### src/rtl/fpnew_pipe_elastic.sv
// fpnew_pipe_elastic: elastic pipeline shift register with valid/ready handshake,
// bubble collapsing, selective squash by tag, occupancy and busy status.
// Optional feature macro: FPNEW_PIPE_STALL_CNT_EN adds a saturating counter of
// output stall cycles on stall_cnt_o; without it stall_cnt_o is tied to 0.
module fpnew_pipe_elastic #(
   parameter int unsigned DataWidth   = 64,
   parameter int unsigned TagWidth    = 4,
   parameter int unsigned NumPipeRegs = 2,
   parameter int unsigned CntWidth    = 16,
   localparam int unsigned OccWidth   = (NumPipeRegs > 0) ? $clog2(NumPipeRegs + 1) : 1
) (
   input  logic                 clk_i,
   input  logic                 rst_ni,
   input  logic [DataWidth-1:0] data_i,
   input  logic [TagWidth-1:0]  tag_i,
   input  logic                 in_valid_i,
   output logic                 in_ready_o,
   input  logic                 flush_i,
   input  logic                 kill_i,
   input  logic [TagWidth-1:0]  kill_tag_i,
   output logic [DataWidth-1:0] data_o,
   output logic [TagWidth-1:0]  tag_o,
   output logic                 out_valid_o,
   input  logic                 out_ready_i,
   output logic [OccWidth-1:0]  occupancy_o,
   output logic                 busy_o,
   output logic [CntWidth-1:0]  stall_cnt_o
);

   // Register array is at least one entry wide so the 0-stage build still elaborates.
   localparam int unsigned QW = (NumPipeRegs > 0) ? NumPipeRegs : 1;

   // Stage view: index 0 is the input, index i+1 is register i.
   logic [NumPipeRegs:0]                valid_d;
   logic [NumPipeRegs:0][DataWidth-1:0] data_d;
   logic [NumPipeRegs:0][TagWidth-1:0]  tag_d;
   logic [NumPipeRegs:0]                killm;
   logic [NumPipeRegs:0]                stage_ready;

   logic [QW-1:0]                valid_q;
   logic [QW-1:0][DataWidth-1:0] data_q;
   logic [QW-1:0][TagWidth-1:0]  tag_q;

   // Assemble the per-stage entries from the input and the registers.
   always_comb begin
      valid_d[0] = in_valid_i;
      data_d[0]  = data_i;
      tag_d[0]   = tag_i;
      for (int i = 0; i < int'(NumPipeRegs); i++) begin
         valid_d[i+1] = valid_q[i];
         data_d[i+1]  = data_q[i];
         tag_d[i+1]   = tag_q[i];
      end
   end

   // Squash match on every stage, including the input and the output entry.
   always_comb begin
      for (int i = 0; i <= int'(NumPipeRegs); i++)
         killm[i] = kill_i & valid_d[i] & (tag_d[i] == kill_tag_i);
   end

   // Ready ripples back from the output; empty or squashed stages never block.
   always_comb begin
      logic rdy;
      rdy = out_ready_i | killm[NumPipeRegs];
      stage_ready[NumPipeRegs] = rdy;
      for (int i = int'(NumPipeRegs) - 1; i >= 0; i--) begin
         rdy = rdy | ~valid_q[i] | killm[i+1];
         stage_ready[i] = rdy;
      end
   end

   assign in_ready_o  = stage_ready[0] | killm[0];
   assign out_valid_o = valid_d[NumPipeRegs] & ~killm[NumPipeRegs];
   assign data_o      = data_d[NumPipeRegs];
   assign tag_o       = tag_d[NumPipeRegs];
   assign busy_o      = |valid_d;

   generate
      if (NumPipeRegs > 0) begin : g_regs
         // Stage registers: flush beats advance, which beats hold; a squashed
         // entry is dropped at its destination rather than handed off.
         always_ff @(posedge clk_i or negedge rst_ni) begin
            if (!rst_ni) begin
               valid_q <= '0;
               data_q  <= '0;
               tag_q   <= '0;
            end else begin
               for (int i = 0; i < int'(NumPipeRegs); i++) begin
                  if (flush_i)
                     valid_q[i] <= 1'b0;
                  else if (stage_ready[i])
                     valid_q[i] <= valid_d[i] & ~killm[i];
                  else
                     valid_q[i] <= valid_q[i] & ~killm[i+1];
                  // Payload only moves with a valid entry so it can be clock-gated.
                  if (stage_ready[i] & valid_d[i]) begin
                     data_q[i] <= data_d[i];
                     tag_q[i]  <= tag_d[i];
                  end
               end
            end
         end
      end else begin : g_noregs
         assign valid_q = '0;
         assign data_q  = '0;
         assign tag_q   = '0;
      end
   endgenerate

   // Occupancy is the count of valid registered stages.
   always_comb begin
      occupancy_o = '0;
      for (int i = 0; i < int'(NumPipeRegs); i++)
         occupancy_o = occupancy_o + OccWidth'(valid_q[i]);
   end

`ifdef FPNEW_PIPE_STALL_CNT_EN
   logic [CntWidth-1:0] stall_cnt_q;

   // Count cycles where a valid output is held back; saturate, clear on flush.
   always_ff @(posedge clk_i or negedge rst_ni) begin
      if (!rst_ni)
         stall_cnt_q <= '0;
      else if (flush_i)
         stall_cnt_q <= '0;
      else if (out_valid_o & ~out_ready_i & ~(&stall_cnt_q))
         stall_cnt_q <= stall_cnt_q + 1'b1;
   end

   assign stall_cnt_o = stall_cnt_q;
`else
   assign stall_cnt_o = '0;
`endif

endmodule
### config.mk
export PLATFORM = sky130hd
export DESIGN_NAME = fpnew_pipe_elastic
export DESIGN_NICKNAME = d
export VERILOG_FILES = /design/src/rtl/fpnew_pipe_elastic.sv
export SDC_FILE = /design/constraint.sdc
export NUM_CORES = 1
export LEC_CHECK = 0
export ABC_AREA = 1
export CAP_MARGIN = 20
export CORE_MARGIN = 2
export CORE_UTILIZATION = 49
export DETAILED_ROUTE_END_ITERATION = 12
export GPL_ROUTABILITY_DRIVEN = 1
export GPL_TIMING_DRIVEN = 1
export PLACE_DENSITY = 0.9
export SYNTH_ARGS = -nofsm -noshare
export SYNTH_HDL_FRONTEND = slang
export SYNTH_SLANG_ARGS = --single-unit
### constraint.sdc
create_clock -name clk_i -period 1.67 [get_ports clk_i]
set_clock_uncertainty 0.1 [all_clocks]
set_input_delay 0.334 -clock clk_i [delete_from_list [all_inputs] [get_ports clk_i]]
set_output_delay 0.334 -clock clk_i [all_outputs]
set_load 0.02 [all_outputs]
# Word level (Yosys, flattened, before mapping)
# Index checks and enable logic that the tools add are counted.
# op_classes
bitwise,22
mux,4
n_reduce_logical,1
addsub,1
eq_ne,3
# ops
op,n
equality test 4 bit,3
AND 1 bit,11
OR 1 bit,6
NOT 1 bit,5
two-way mux 1 bit,4
OR reduction 3 bit,1
adder 1 x 1 -> 2 bit,1
# word_totals
output_inout_bits,89
reg_bits,138
wordCells,36
input_bits,78

# Logic depth before layout (Yosys ltp)
# logic_depth
depth_word,9
depth_mapped,12

# Worst setup path before layout
# No wires, ideal clock.
# synth_path
path_type,register to output
start,reg valid_q[0]
end,out busy_o
stages_incl_launch_ff,6
required_ps,1236
n_path_buf,3
path_slack_ps,-39
t_arrival_ps,1275
path_cell_list,dfrtp_1 > clkbuf_1 > clkbuf_1 > buf_1 > nor2_1 > nand2_1
# synth_via
elab_chain_cells,1
# synth_rtl
item,line,text
from (decl),40,logic [QW-1:0] valid_q;
"from (signal, indexed assignment)",93,valid_q[i] <= valid_d[i] & ~killm[i];
"from (signal, indexed assignment)",95,valid_q[i] <= valid_q[i] & ~killm[i+1];
OR reduction 3 bit,77,assign busy_o = |valid_d;
to (decl),26,"output logic busy_o,"
# Every way passes these cells.

# Worst setup path in the final report
# layout_path
start,reg tag_q (netlist bit tag_o[3])
end,reg data_q (netlist bit data_o[11])
# layout_via
elab_chain_cells,6
# layout_rtl
item,line,text
from (decl),42,logic [QW-1:0][TagWidth-1:0] tag_q;
"from (signal, indexed assignment)",99,tag_q[i] <= tag_d[i];
equality test 4 bit (*),59,killm[i] = kill_i & valid_d[i] & (tag_d[i] == kill_tag_i);
AND 1 bit (*),59,
OR 1 bit,65,rdy = out_ready_i | killm[NumPipeRegs];
OR 1 bit,68,rdy = rdy | ~valid_q[i] | killm[i+1];
OR 1 bit (*),68,
AND 1 bit (*),97,if (stage_ready[i] & valid_d[i]) begin
"to (signal, indexed assignment)",98,data_q[i] <= data_d[i];
to (decl),41,logic [QW-1:0][DataWidth-1:0] data_q;
# Every way passes the cells marked *; elsewhere a longest branch is shown, timed or not.
# A chain may end at the register's enable or synchronous reset.

==> flow_metrics.env <==
export IMPL_status="complete, but fails checks"
export IMPL_violations="negative setup slack"
export IMPL_clk_path_buf_depth=2
export IMPL_reg2regPathDepth=13
export IMPL_vias_per_cell=5.454
export IMPL_hp_class="in2reg"
export IMPL_rsz0062_at_grt="yes"
export IMPL_initial_utilization_pct=50.05
export IMPL_drt_pass1_iterations=6
export IMPL_ios=167
export IMPL_die_area_um2=13760
export IMPL_slew_headroom_pct=42.69
export IMPL_final_core_util_pct=76.93
export IMPL_fin_nets=960
export IMPL_cp_top_family="simple AND/OR/NAND/NOR gates"
export IMPL_synthesis_instances=733
export IMPL_die_x_um=117.3
export IMPL_whs_path_depth=3
export IMPL_synth_cell_area_um2=6291
export IMPL_htreeDepth=4
export IMPL_finalWorstSetupSlack_ns=-0.5310
export IMPL_hp_start="tag_i[0]"
export IMPL_overflow=0
export IMPL_antenna_left=0
export IMPL_cts_root_buf="clkbuf_16"
export IMPL_critPathMaxStageDelay_ns=0.44
export IMPL_drt_iter0_drc=655
export IMPL_avgRoutedWirePerCell_um=19.65
export IMPL_synth_seq_area_share_pct=54.89
export IMPL_regToRegStartpoint="tag_o[3]"
export IMPL_avgSynthCellArea_um2=8.583
export IMPL_holdWs_ns=0.2743
export IMPL_clkLatencyLatePin_ns=0.41
export IMPL_areaGrowthSynthToFinish_pct=53.70
export IMPL_finalCritPeriodShare_pct=131.8
export IMPL_clock_fmax_ghz=0.4543
export IMPL_via_count=5814
export IMPL_setup_viol=143
export IMPL_grt_pass1_wl_mm=30.33
export IMPL_drive_gt1_share_pct=25.73
export IMPL_ir_worst_vdd_v=0.0009005
export IMPL_drt_total_wl_mm=20.95
export IMPL_core_area_um2=12570
export IMPL_fin_crit_ns=2.201
export IMPL_place_area_um2=7606
export IMPL_globalplace_congestion=0.8565
export IMPL_required_ns=1.87
export IMPL_grt_start_max_net_pins=70
export IMPL_path_depth=13
export IMPL_antenna_found_initial=0
export IMPL_die_h_um=117.3
export IMPL_critPathArrivalTime_ns=2.40
export IMPL_cp_max_fo=8
export IMPL_dp_hpwl_mm=10.04
export IMPL_io_buffers=150
export IMPL_fin_setup_tns_ns=-56.90
export IMPL_first_global_vias=5594
export IMPL_final_common_cell="nand2_1"
export IMPL_cts_clk_slew_worst_paths_ns=0.06
export IMPL_crit_type="reg2reg"
export IMPL_critical_path_most_common_cell="nand2_1"
export IMPL_mostFrequentLayoutCells="229 x nand2_1, 135 x dfrtp_1, 116 x nand3_1, 70 x clkdlybuf4s50_1, 67 x dlygate4sd2_1"
export IMPL_max_cap_violations=0
export IMPL_rows=41
export IMPL_worstSetupStartpointType="register"
export IMPL_cp_startpoint="tag_o[3]"
export IMPL_cts_tree="yes"
export IMPL_maxSlewViolCount=0
export IMPL_power_per_cell_area_nw_per_um2=1082
export IMPL_grt_use_total_pct=28.49
export IMPL_cts_sinks=138
export IMPL_synth_cell_types=21
export IMPL_cp_num_buf_inv=5
export IMPL_yosys_warnings=0
export IMPL_drc=0
export IMPL_antenna_cells=0
export IMPL_p_leak_nw=5.017
export IMPL_cp_end_kind="register"
export IMPL_numCtsBuffers=17
export IMPL_crit_chain="nand2_1, nand2_1, nor2_1, nand2_1, buf_4, buf_6, nand3_4, buf_6, nand2_8, buf_12, buf_12, nand2_2, nand2_1"
export IMPL_tightest_slew_ns=0.8597
export IMPL_finalHoldViolations=0
export IMPL_yosys_register_bits=138
export IMPL_total_power_mw=10.46
export IMPL_cp_slowest_cell="dfrtp_2"
export IMPL_design_area_um2=9669
sequential cells by signal, indices dropped and copies added, names as in the netlist:
signal   cells
data_d      64
data_o      64
tag_d        4
tag_o        4
valid_q      2
worst register-to-register path, cell delays in order, from the launching register on:
cell and delay, ns:
dfrtp_2 0.44, nand2_1 0.07, nand2_1 0.07, nor2_1 0.16, nand2_1 0.14, buf_4 0.17, buf_6 0.11, nand3_4 0.10
buf_6 0.16, nand2_8 0.11, buf_12 0.17, buf_12 0.14, nand2_2 0.07, nand2_1 0.07
timing repair:
action	4_1_cts	5_1_grt
resized for setup	208	71
setup buffers	31	6
hold buffers	1	0
pin swaps	19	29
endpoints found under the setup margin	189	147
cloned	22	6
hold endpoints to repair	37	0
synth_stat cells:
cell / n / area, µm²
nand3_2: 1 / 10.01
clkbuf_1: 9 / 33.78
dfrtp_1: 138 / 3453
buf_1: 9 / 33.78
nand3_1: 137 / 685.7
buf_2: 21 / 105.1
buf_4: 87 / 653.1
inv_1: 12 / 45.04
nor2_1: 7 / 26.28
nor2_2: 1 / 6.260
o21ai_0: 7 / 35.03
a21oi_1: 2 / 10.01
o21bai_4: 1 / 18.77
ha_1: 1 / 12.51
nor3_1: 1 / 5.000
buf_6: 2 / 22.52
conb_1: 1 / 3.750
or2_2: 1 / 6.260
xor2_1: 3 / 26.28
nand2_2: 1 / 6.260
nand2_1: 291 / 1092
per-layer routing:
metal  GRT usage, %  routed length, µm  vias up
met1          33.54               7570     2789
met3          7.490               1710      101
met4          15.36               1195        0
met2          47.77              10470      382
met5              0                  0        -
li1               -                  -     2542
final cells by class:
class / instances / area [µm²]
Inverter: 12 / 45.04
Multi-Input combinational cell: 472 / 2411
Tap cell: 172 / 215.2
Timing Repair Buffer: 240 / 2922
Fill cell: 778 / 2899
Sequential cell: 138 / 3457
Clock inverter: 12 / 172.7
Clock buffer: 20 / 446.7
cells by family (layout without fill, tap and decap cells):
family          after synthesis  in the layout  share of synthesized area (%)
simple gates                440            442                          29.22
buf+inv                     140            284                          14.20
flops                       138            138                          54.89
compound gates               10             10                          1.014
xor+xnor                      3              3                         0.4177
fa+ha+maj                     1              1                         0.1989
other cells                   1             16                        0.05961
metrics by stage:
step | worst slack (ns) | std cells
5_1_grt | -0.6283 | 1066
2_1_floorplan | 0.04949 | 748
6_report | -0.5310 | 1066
3_3_place_gp | -0.8089 | 979
3_5_place_dp | -0.8238 | 979
4_1_cts | -0.3125 | 1057
worst paths after layout:
path	to	slack, ns
worst max-delay path	data_o[11]	-0.53
worst max register to register	data_o[11]	-0.53
max in group asynchronous	data_d[114]	0.60
min in group asynchronous	data_d[105]	0.32
worst min register to register	data_o[6]	0.37
worst min-delay path	tag_d[4]	0.27
report_power, final:
part           internal [mW]  switching [mW]  total [mW]
logic                   1.08            1.31        2.39
registers               3.79           0.327        4.12
clock network           2.53            1.42        3.95
Note: power is estimated with default switching activity, not from simulation.
